### src/rtl/instr_fetch_unit.sv
// Fetch stage: next-PC select, in-order fetch queue, and redirect drain of stale responses.
// Define FETCH_PERF_EN to add the perf_fetch_cnt / perf_drop_cnt counters.
module instr_fetch_unit #(
  parameter int DEPTH = 2,
  parameter int PC_W  = 32
) (
  input  logic            clk,
  input  logic            rst,
`ifdef FETCH_PERF_EN
  output logic [31:0]     perf_fetch_cnt,
  output logic [31:0]     perf_drop_cnt,
`endif
  input  logic [PC_W-1:0] pc_in,
  input  logic [PC_W-1:0] pc_plus1_in,
  output logic [PC_W-1:0] pc_next,
  input  logic            redirect_valid,
  input  logic [PC_W-1:0] redirect_pc,
  output logic            imem_req_valid,
  input  logic            imem_req_ready,
  output logic [PC_W-1:0] imem_req_addr,
  input  logic            imem_rsp_valid,
  input  logic [PC_W-1:0] imem_rsp_data,
  output logic            ifid_valid,
  input  logic            ifid_ready,
  output logic [PC_W-1:0] ifid_instr,
  output logic [PC_W-1:0] ifid_pc
);
  localparam int AW = $clog2(DEPTH);
  localparam int CW = AW + 1;
  localparam int DW = AW + 2;

  typedef enum logic {RUN, DRAIN} state_t;

  state_t          state;
  logic [PC_W-1:0] pc_q    [DEPTH];
  logic [PC_W-1:0] instr_q [DEPTH];
  logic [AW-1:0]   head, tail, fill_idx;
  logic [CW-1:0]   cnt, nfilled, unfilled;
  logic [DW-1:0]   drop_cnt, drop_nxt;
  logic            full, req_fire, pop, rsp_fill, rsp_drop;

  always_comb begin
    full           = (cnt == CW'(DEPTH));
    unfilled       = cnt - nfilled;
    fill_idx       = head + AW'(nfilled);
    imem_req_valid = !rst && !redirect_valid && !full;
    imem_req_addr  = pc_in;
    req_fire       = imem_req_valid && imem_req_ready;
    ifid_valid     = !rst && (nfilled != '0);
    ifid_pc        = pc_q[head];
    ifid_instr     = instr_q[head];
    pop            = ifid_valid && ifid_ready && !redirect_valid;
    rsp_drop       = imem_rsp_valid && (state == DRAIN);
    rsp_fill       = imem_rsp_valid && (state == RUN) && (unfilled != '0) && !redirect_valid;
    // A response landing with the redirect is itself stale and is consumed this cycle,
    // so it leaves one fewer response to discard later.
    drop_nxt = drop_cnt + DW'(unfilled);
    if (imem_rsp_valid && (drop_nxt != '0))
      drop_nxt = drop_nxt - DW'(1);
    pc_next = pc_in;
    if (rst)
      pc_next = pc_in;
    else if (redirect_valid)
      pc_next = redirect_pc;
    else if (req_fire)
      pc_next = pc_plus1_in;
  end

  always_ff @(posedge clk) begin
    if (rst) begin
      head     <= '0;
      tail     <= '0;
      cnt      <= '0;
      nfilled  <= '0;
      drop_cnt <= '0;
      state    <= RUN;
    end else if (redirect_valid) begin
      head     <= '0;
      tail     <= '0;
      cnt      <= '0;
      nfilled  <= '0;
      drop_cnt <= drop_nxt;
      state    <= (drop_nxt != '0) ? DRAIN : RUN;
    end else begin
      tail    <= tail + AW'(req_fire);
      head    <= head + AW'(pop);
      cnt     <= cnt + CW'(req_fire) - CW'(pop);
      nfilled <= nfilled + CW'(rsp_fill) - CW'(pop);
      if (rsp_drop) begin
        drop_cnt <= drop_cnt - DW'(1);
        if (drop_cnt == DW'(1))
          state <= RUN;
      end
    end
  end

  always_ff @(posedge clk) begin
    if (req_fire)
      pc_q[tail] <= pc_in;
    if (rsp_fill)
      instr_q[fill_idx] <= imem_rsp_data;
  end

`ifdef FETCH_PERF_EN
  always_ff @(posedge clk) begin
    if (rst) begin
      perf_fetch_cnt <= '0;
      perf_drop_cnt  <= '0;
    end else begin
      if (pop)
        perf_fetch_cnt <= perf_fetch_cnt + 32'd1;
      if (imem_rsp_valid && ((state == DRAIN) || redirect_valid))
        perf_drop_cnt <= perf_drop_cnt + 32'd1;
    end
  end
`endif

endmodule

### config.mk
export PLATFORM = sky130hd
export DESIGN_NAME = instr_fetch_unit
export DESIGN_NICKNAME = d
export VERILOG_FILES = /design/src/rtl/instr_fetch_unit.sv
export SDC_FILE = /design/constraint.sdc
export NUM_CORES = 1
export LEC_CHECK = 0
export BUFFER_PORTS_ARGS = -buffer_cell sky130_fd_sc_hd__buf_2
export CAP_MARGIN = 20
export CORE_ASPECT_RATIO = 1.2
export CORE_MARGIN = 2
export CORE_UTILIZATION = 35
export CTS_BUF_LIST = sky130_fd_sc_hd__clkbuf_8
export CTS_CLUSTER_SIZE = 24
export DETAILED_ROUTE_END_ITERATION = 10
export PLACE_DENSITY = 0.67
export RECOVER_POWER = 50
export SLEW_MARGIN = 25
export SYNTH_ARGS = -nofsm -noshare
export SYNTH_HDL_FRONTEND = slang
export SYNTH_SLANG_ARGS = --single-unit
### constraint.sdc
create_clock -name clk -period 3.06 [get_ports clk]
set_input_delay 0.153 -clock clk [delete_from_list [all_inputs] [get_ports clk]]
set_output_delay 0.153 -clock clk [all_outputs]
set_load 0.005 [all_outputs]
==> metrics.txt <==
# TYPE chip_impl_metric gauge
chip_impl_metric{name="post-cts-setup-buffer-count",unit=""} 0
chip_impl_metric{name="final_hold_viol_count",unit=""} 0
chip_impl_metric{name="via_count",unit=""} 4410
chip_impl_metric{name="worstRegToRegCells",unit=""} 12
chip_impl_metric{name="synth_enable_flop_cells",unit=""} 128
chip_impl_info{name="yosysTopAreaCell",value="sky130_fd_sc_hd__edfxtp_1"} 1
chip_impl_metric{name="setup_viol",unit=""} 0
chip_impl_metric{name="yosys-mux-area-fraction",unit="%"} 11.6
chip_impl_metric{name="synth-seq-area-share",unit="%"} 65.4
chip_impl_metric{name="post-route-cell-area",unit="um2"} 8380
chip_impl_metric{name="worst_case_clock_skew",unit="ns"} 0.00801
chip_impl_metric{name="num_io_pins",unit=""} 264
chip_impl_metric{name="ratio_of_final_minimum_period_to_clock_period",unit="%"} 91.5
chip_impl_info{name="crit-reg2reg-launch",value="cnt[0]"} 1
chip_impl_metric{name="critical_path_cell_count",unit=""} 12
chip_impl_metric{name="synth_compound_gate_area_share",unit="%"} 9.81
chip_impl_metric{name="cp.required",unit="ns"} 3.36
chip_impl_metric{name="clock_sink_count",unit=""} 138
chip_impl_metric{name="clk_transition_reported_paths",unit="ns"} 0.08
chip_impl_info{name="synth_top_cells_by_count",value="128 x sky130_fd_sc_hd__edfxtp_1, 64 x sky130_fd_sc_hd__mux2_2, 33 x sky130_fd_sc_hd__buf_4"} 1
chip_impl_info{name="combinational_family_with_the_most_area_after_synthesis",value="multiplexers"} 1
chip_impl_info{name="path_common_cell",value="sky130_fd_sc_hd__ha_1"} 1
chip_impl_info{name="rr_endpoint",value="state"} 1
chip_impl_metric{name="gp_congestion",unit=""} 0.782
chip_impl_metric{name="ir_worst_vdd",unit="uV"} 217
chip_impl_metric{name="grt_antenna_before_repair",unit=""} 0
chip_impl_metric{name="via_per_inst",unit=""} 4.75
chip_impl_info{name="class_of_the_most_critical_hold_timing_path",value="in2reg"} 1
chip_impl_info{name="critPathTopFamily",value="adder cells"} 1
chip_impl_metric{name="max_slew.worst_pin.slew",unit="ns"} 0.879
chip_impl_metric{name="final_net_count",unit=""} 843
chip_impl_metric{name="die-height",unit="um"} 150
chip_impl_metric{name="dieWidth",unit="um"} 125
chip_impl_metric{name="antennaDiodeCount",unit=""} 0
chip_impl_metric{name="grt_use_met3",unit="%"} 4.50
chip_impl_metric{name="floorplan.core_area",unit="um2"} 17400
chip_impl_metric{name="async_flop_share",unit="%"} 0
chip_impl_metric{name="crit_buf_inv",unit=""} 2
chip_impl_info{name="start_kind",value="flop"} 1
chip_impl_metric{name="drt-pass1-iter-count",unit=""} 4
chip_impl_metric{name="grt_first_pass_wirelength",unit="um"} 23200
chip_impl_info{name="cts_tree",value="yes"} 1
chip_impl_metric{name="synthesis.yosys.warnings",unit=""} 0
chip_impl_metric{name="fp-row-count",unit=""} 53
chip_impl_metric{name="clock.fmax",unit="GHz"} 0.357
chip_impl_metric{name="max_cap_viol_count",unit=""} 0
chip_impl_metric{name="pins_over_their_slew_limit",unit=""} 0
chip_impl_info{name="critical_path.endpoint_type",value="flop"} 1
chip_impl_metric{name="initial_core_util",unit="%"} 35.5
chip_impl_info{name="globalRoute.busiestLayer",value="met2"} 1
chip_impl_metric{name="via_count_of_the_first_global_routing_pass",unit=""} 4613
chip_impl_metric{name="critPathMaxFanout",unit=""} 7
chip_impl_metric{name="met1_usage",unit="%"} 18.3
chip_impl_metric{name="post_drt_wl_per_cell",unit="um"} 16.6
chip_impl_info{name="critPathLaunch",value="cnt[0]"} 1
chip_impl_metric{name="timing.final.crit_period",unit="ns"} 2.80
chip_impl_info{name="synthTopCellsByArea",value="sky130_fd_sc_hd__edfxtp_1 62%, sky130_fd_sc_hd__mux2_2 12%, sky130_fd_sc_hd__a22o_1 4.5%, sky130_fd_sc_hd__buf_4 4.0%, sky130_fd_sc_hd__a21o_1 3.9%"} 1
chip_impl_metric{name="static-leakage-power",unit="uW"} 0.00333
chip_impl_metric{name="syn_to_final_growth",unit="%"} 35.5
chip_impl_metric{name="dpl.cell_count",unit=""} 831
chip_impl_metric{name="reg2reg_slack",unit="ns"} 0.26
chip_impl_metric{name="netlist-cell-type-count",unit=""} 29
chip_impl_metric{name="post_dp_cell_area",unit="um2"} 7470
chip_impl_metric{name="synthesis.area_per_instance",unit="um2"} 15.6
chip_impl_metric{name="placed_wire_length_estimate",unit="um"} 10600
chip_impl_metric{name="hold_slack",unit="ns"} 0.122
chip_impl_metric{name="timing.critical_path.slowest_cell_delay",unit="ns"} 0.58
chip_impl_metric{name="area_enclosed_by_the_die_boundary",unit="um2"} 18800
chip_impl_metric{name="syn_nets",unit=""} 544
chip_impl_metric{name="synthXorXnorAreaFrac",unit="%"} 1.70
chip_impl_metric{name="insertion_delay",unit="ns"} 0.44
chip_impl_metric{name="detail_route.wirelength",unit="um"} 15400
chip_impl_metric{name="post_layout_nonfiller_instances",unit=""} 928
chip_impl_metric{name="io_buf_count",unit=""} 263
chip_impl_info{name="main_flop_type_after_synthesis",value="sky130_fd_sc_hd__edfxtp_1"} 1
chip_impl_info{name="outcome",value="complete, no violations"} 1
chip_impl_info{name="timing.setup.critical_path_class",value="reg2reg"} 1
chip_impl_metric{name="grt_start_max_net_pins",unit=""} 38
chip_impl_metric{name="power_per_cell_area",unit="nW/um2"} 476
chip_impl_info{name="critical_path.endpoint",value="state"} 1
chip_impl_info{name="synthMostInstantiatedCell",value="sky130_fd_sc_hd__edfxtp_1"} 1
chip_impl_metric{name="cts_htree_levels",unit=""} 4
chip_impl_metric{name="drive_gt1_share",unit="%"} 36.7
chip_impl_metric{name="iteration_0_drc_markers",unit=""} 170
chip_impl_metric{name="basic_gate_share_of_the_synthesized_area_counting_and_or_nand_and_nor_cells",unit="%"} 2.08
chip_impl_metric{name="grt_overflow_total",unit=""} 0
chip_impl_info{name="rsz_0062_raised_after_global_routing",value="no"} 1
chip_impl_metric{name="cts-buffers-inserted",unit=""} 17
chip_impl_metric{name="post_synth_instance_area",unit="um2"} 6190
chip_impl_info{name="crit_path_cell_trace",value="inv_1, ha_1, xnor2_1, xnor2_1, fa_1, inv_1, ha_1, ha_1, nor2b_2, nand3_1, o21ai_0, o22ai_1"} 1
chip_impl_metric{name="drcViolationCount",unit=""} 0
chip_impl_metric{name="yosys_register_bits",unit=""} 138
chip_impl_metric{name="gr-usage-met2",unit="%"} 29.0
chip_impl_metric{name="synth_top_area_share",unit="%"} 62.1
chip_impl_metric{name="setup_tns",unit="ns"} 0
chip_impl_metric{name="post_synth_fa_ha_maj_area_fraction",unit="%"} 2.75
chip_impl_metric{name="timing.max_slew.rel_slack",unit="%"} 41.4
chip_impl_info{name="cts_root_buf",value="sky130_fd_sc_hd__clkbuf_8"} 1
chip_impl_metric{name="maximum_clock_insertion_buffer_count",unit=""} 2
chip_impl_metric{name="crit_arrival",unit="ns"} 3.10
chip_impl_metric{name="syn_inst",unit=""} 397
chip_impl_metric{name="grt_use_total",unit="%"} 16.1
chip_impl_metric{name="route.antenna.remaining_nets",unit=""} 0
chip_impl_info{name="crit_slowest_cell",value="sky130_fd_sc_hd__fa_1"} 1
-- repair_timing --
item,CTS,global route
setup endpoints to repair,0,1
hold buffers,66,0
hold endpoints to repair,130,0
resized for setup,0,1
-- routing by layer --
metal / wire length (um) / share of wire (%)
met4: 201 / 1.3
met2: 8220 / 53
met3: 916 / 5.9
met1: 6100 / 40
met5: 0 / 0
-- through the flow --
| step | worst slack (ns) | power (uW) | utilization, % |
|---|---|---|---|
| after floorplan | 0.0904 | 2350 | - |
| after global placement | 0.367 | 2510 | 42.8 |
| after detailed placement | 0.204 | 2540 | 42.8 |
| after CTS | 0.165 | 4060 | 48.8 |
| after global routing | 0.0580 | 4160 | 48.1 |
| final | 0.262 | 3990 | 48.1 |
-- cells in the final DEF (no fill, tap or decap), types with 2 or more instances in the layout --
cell,n
sky130_fd_sc_hd__and2_1,2
sky130_fd_sc_hd__clkinvlp_4,2
sky130_fd_sc_hd__buf_4,5
sky130_fd_sc_hd__clkinv_4,4
sky130_fd_sc_hd__nand3_1,2
sky130_fd_sc_hd__dfxtp_1,9
sky130_fd_sc_hd__nor2b_2,2
sky130_fd_sc_hd__clkbuf_2,3
sky130_fd_sc_hd__mux2_2,63
sky130_fd_sc_hd__a21oi_1,4
sky130_fd_sc_hd__a22o_1,32
sky130_fd_sc_hd__a21o_1,32
sky130_fd_sc_hd__nor2_1,10
sky130_fd_sc_hd__bufinv_16,2
sky130_fd_sc_hd__clkbuf_1,109
sky130_fd_sc_hd__ha_2,2
sky130_fd_sc_hd__clkbuf_8,17
sky130_fd_sc_hd__xnor2_1,7
sky130_fd_sc_hd__clkinv_2,3
sky130_fd_sc_hd__dlygate4sd3_1,66
sky130_fd_sc_hd__ha_1,10
sky130_fd_sc_hd__o21ai_0,4
sky130_fd_sc_hd__edfxtp_1,128
sky130_fd_sc_hd__inv_1,11
sky130_fd_sc_hd__nand2_1,4
sky130_fd_sc_hd__o211ai_1,3
sky130_fd_sc_hd__xor2_1,5
sky130_fd_sc_hd__buf_2,151
-- worst min-delay path by stage --
stage / start / to / depth (start not counted)
5_1_grt: ifid_ready / head / 4
3_5_place_dp: imem_rsp_data[23] / instr_q[0][23] / 1
3_3_place_gp: imem_rsp_data[24] / instr_q[0][24] / 1
2_1_floorplan: rst / drop_cnt[1] / 1
6_report: ifid_ready / head / 4
4_1_cts: ifid_ready / head / 4
-- cell families after synthesis --
logic type | Yosys count
xor gates and xnor gates | 12
muxes | 64
AOI/OAI and AO/OA | 78
adders and majority gates | 13
DFF | 138
and+or+nand+nor | 27
buffers and inverters | 65
-- final cells by class --
class                           count  area [um2]
Multi-Input combinational cell    194        1760
Sequential cell                   138        4050
Clock inverter                     14         149
Tap cell                          220         275
Inverter                           11        41.3
Fill cell                        1575        9060
Timing Repair Buffer              334        1880
Clock buffer                       17         234
-- power by group --
part	internal, uW	leakage [uW]	switching [uW]	total, uW
Clock	723	0.000191	721	1440
Sequential	2080	0.00124	14.4	2100
Combinational	237	0.00190	213	451
-- registers in the layout, indices dropped and copies added, names as in the netlist --
| signal | count |
|---|---|
| state | 1 |
| instr_q | 64 |
| cnt | 2 |
| tail | 1 |
| drop_cnt | 3 |
| head | 1 |
| pc_q | 64 |
| nfilled | 2 |
-- worst reg2reg max path, delay by kind of cell (launching register included) --
family	cells	cell delay, ns
adder cells (fa/ha/maj)	4	1.20
AND/OR/NAND/NOR	2	0.40
flip-flops	1	0.36
XOR/XNOR	2	0.31
AO/OA/AOI/OAI	2	0.26
buffers and inverters	2	0.14
(Power assumes the default switching activity.)
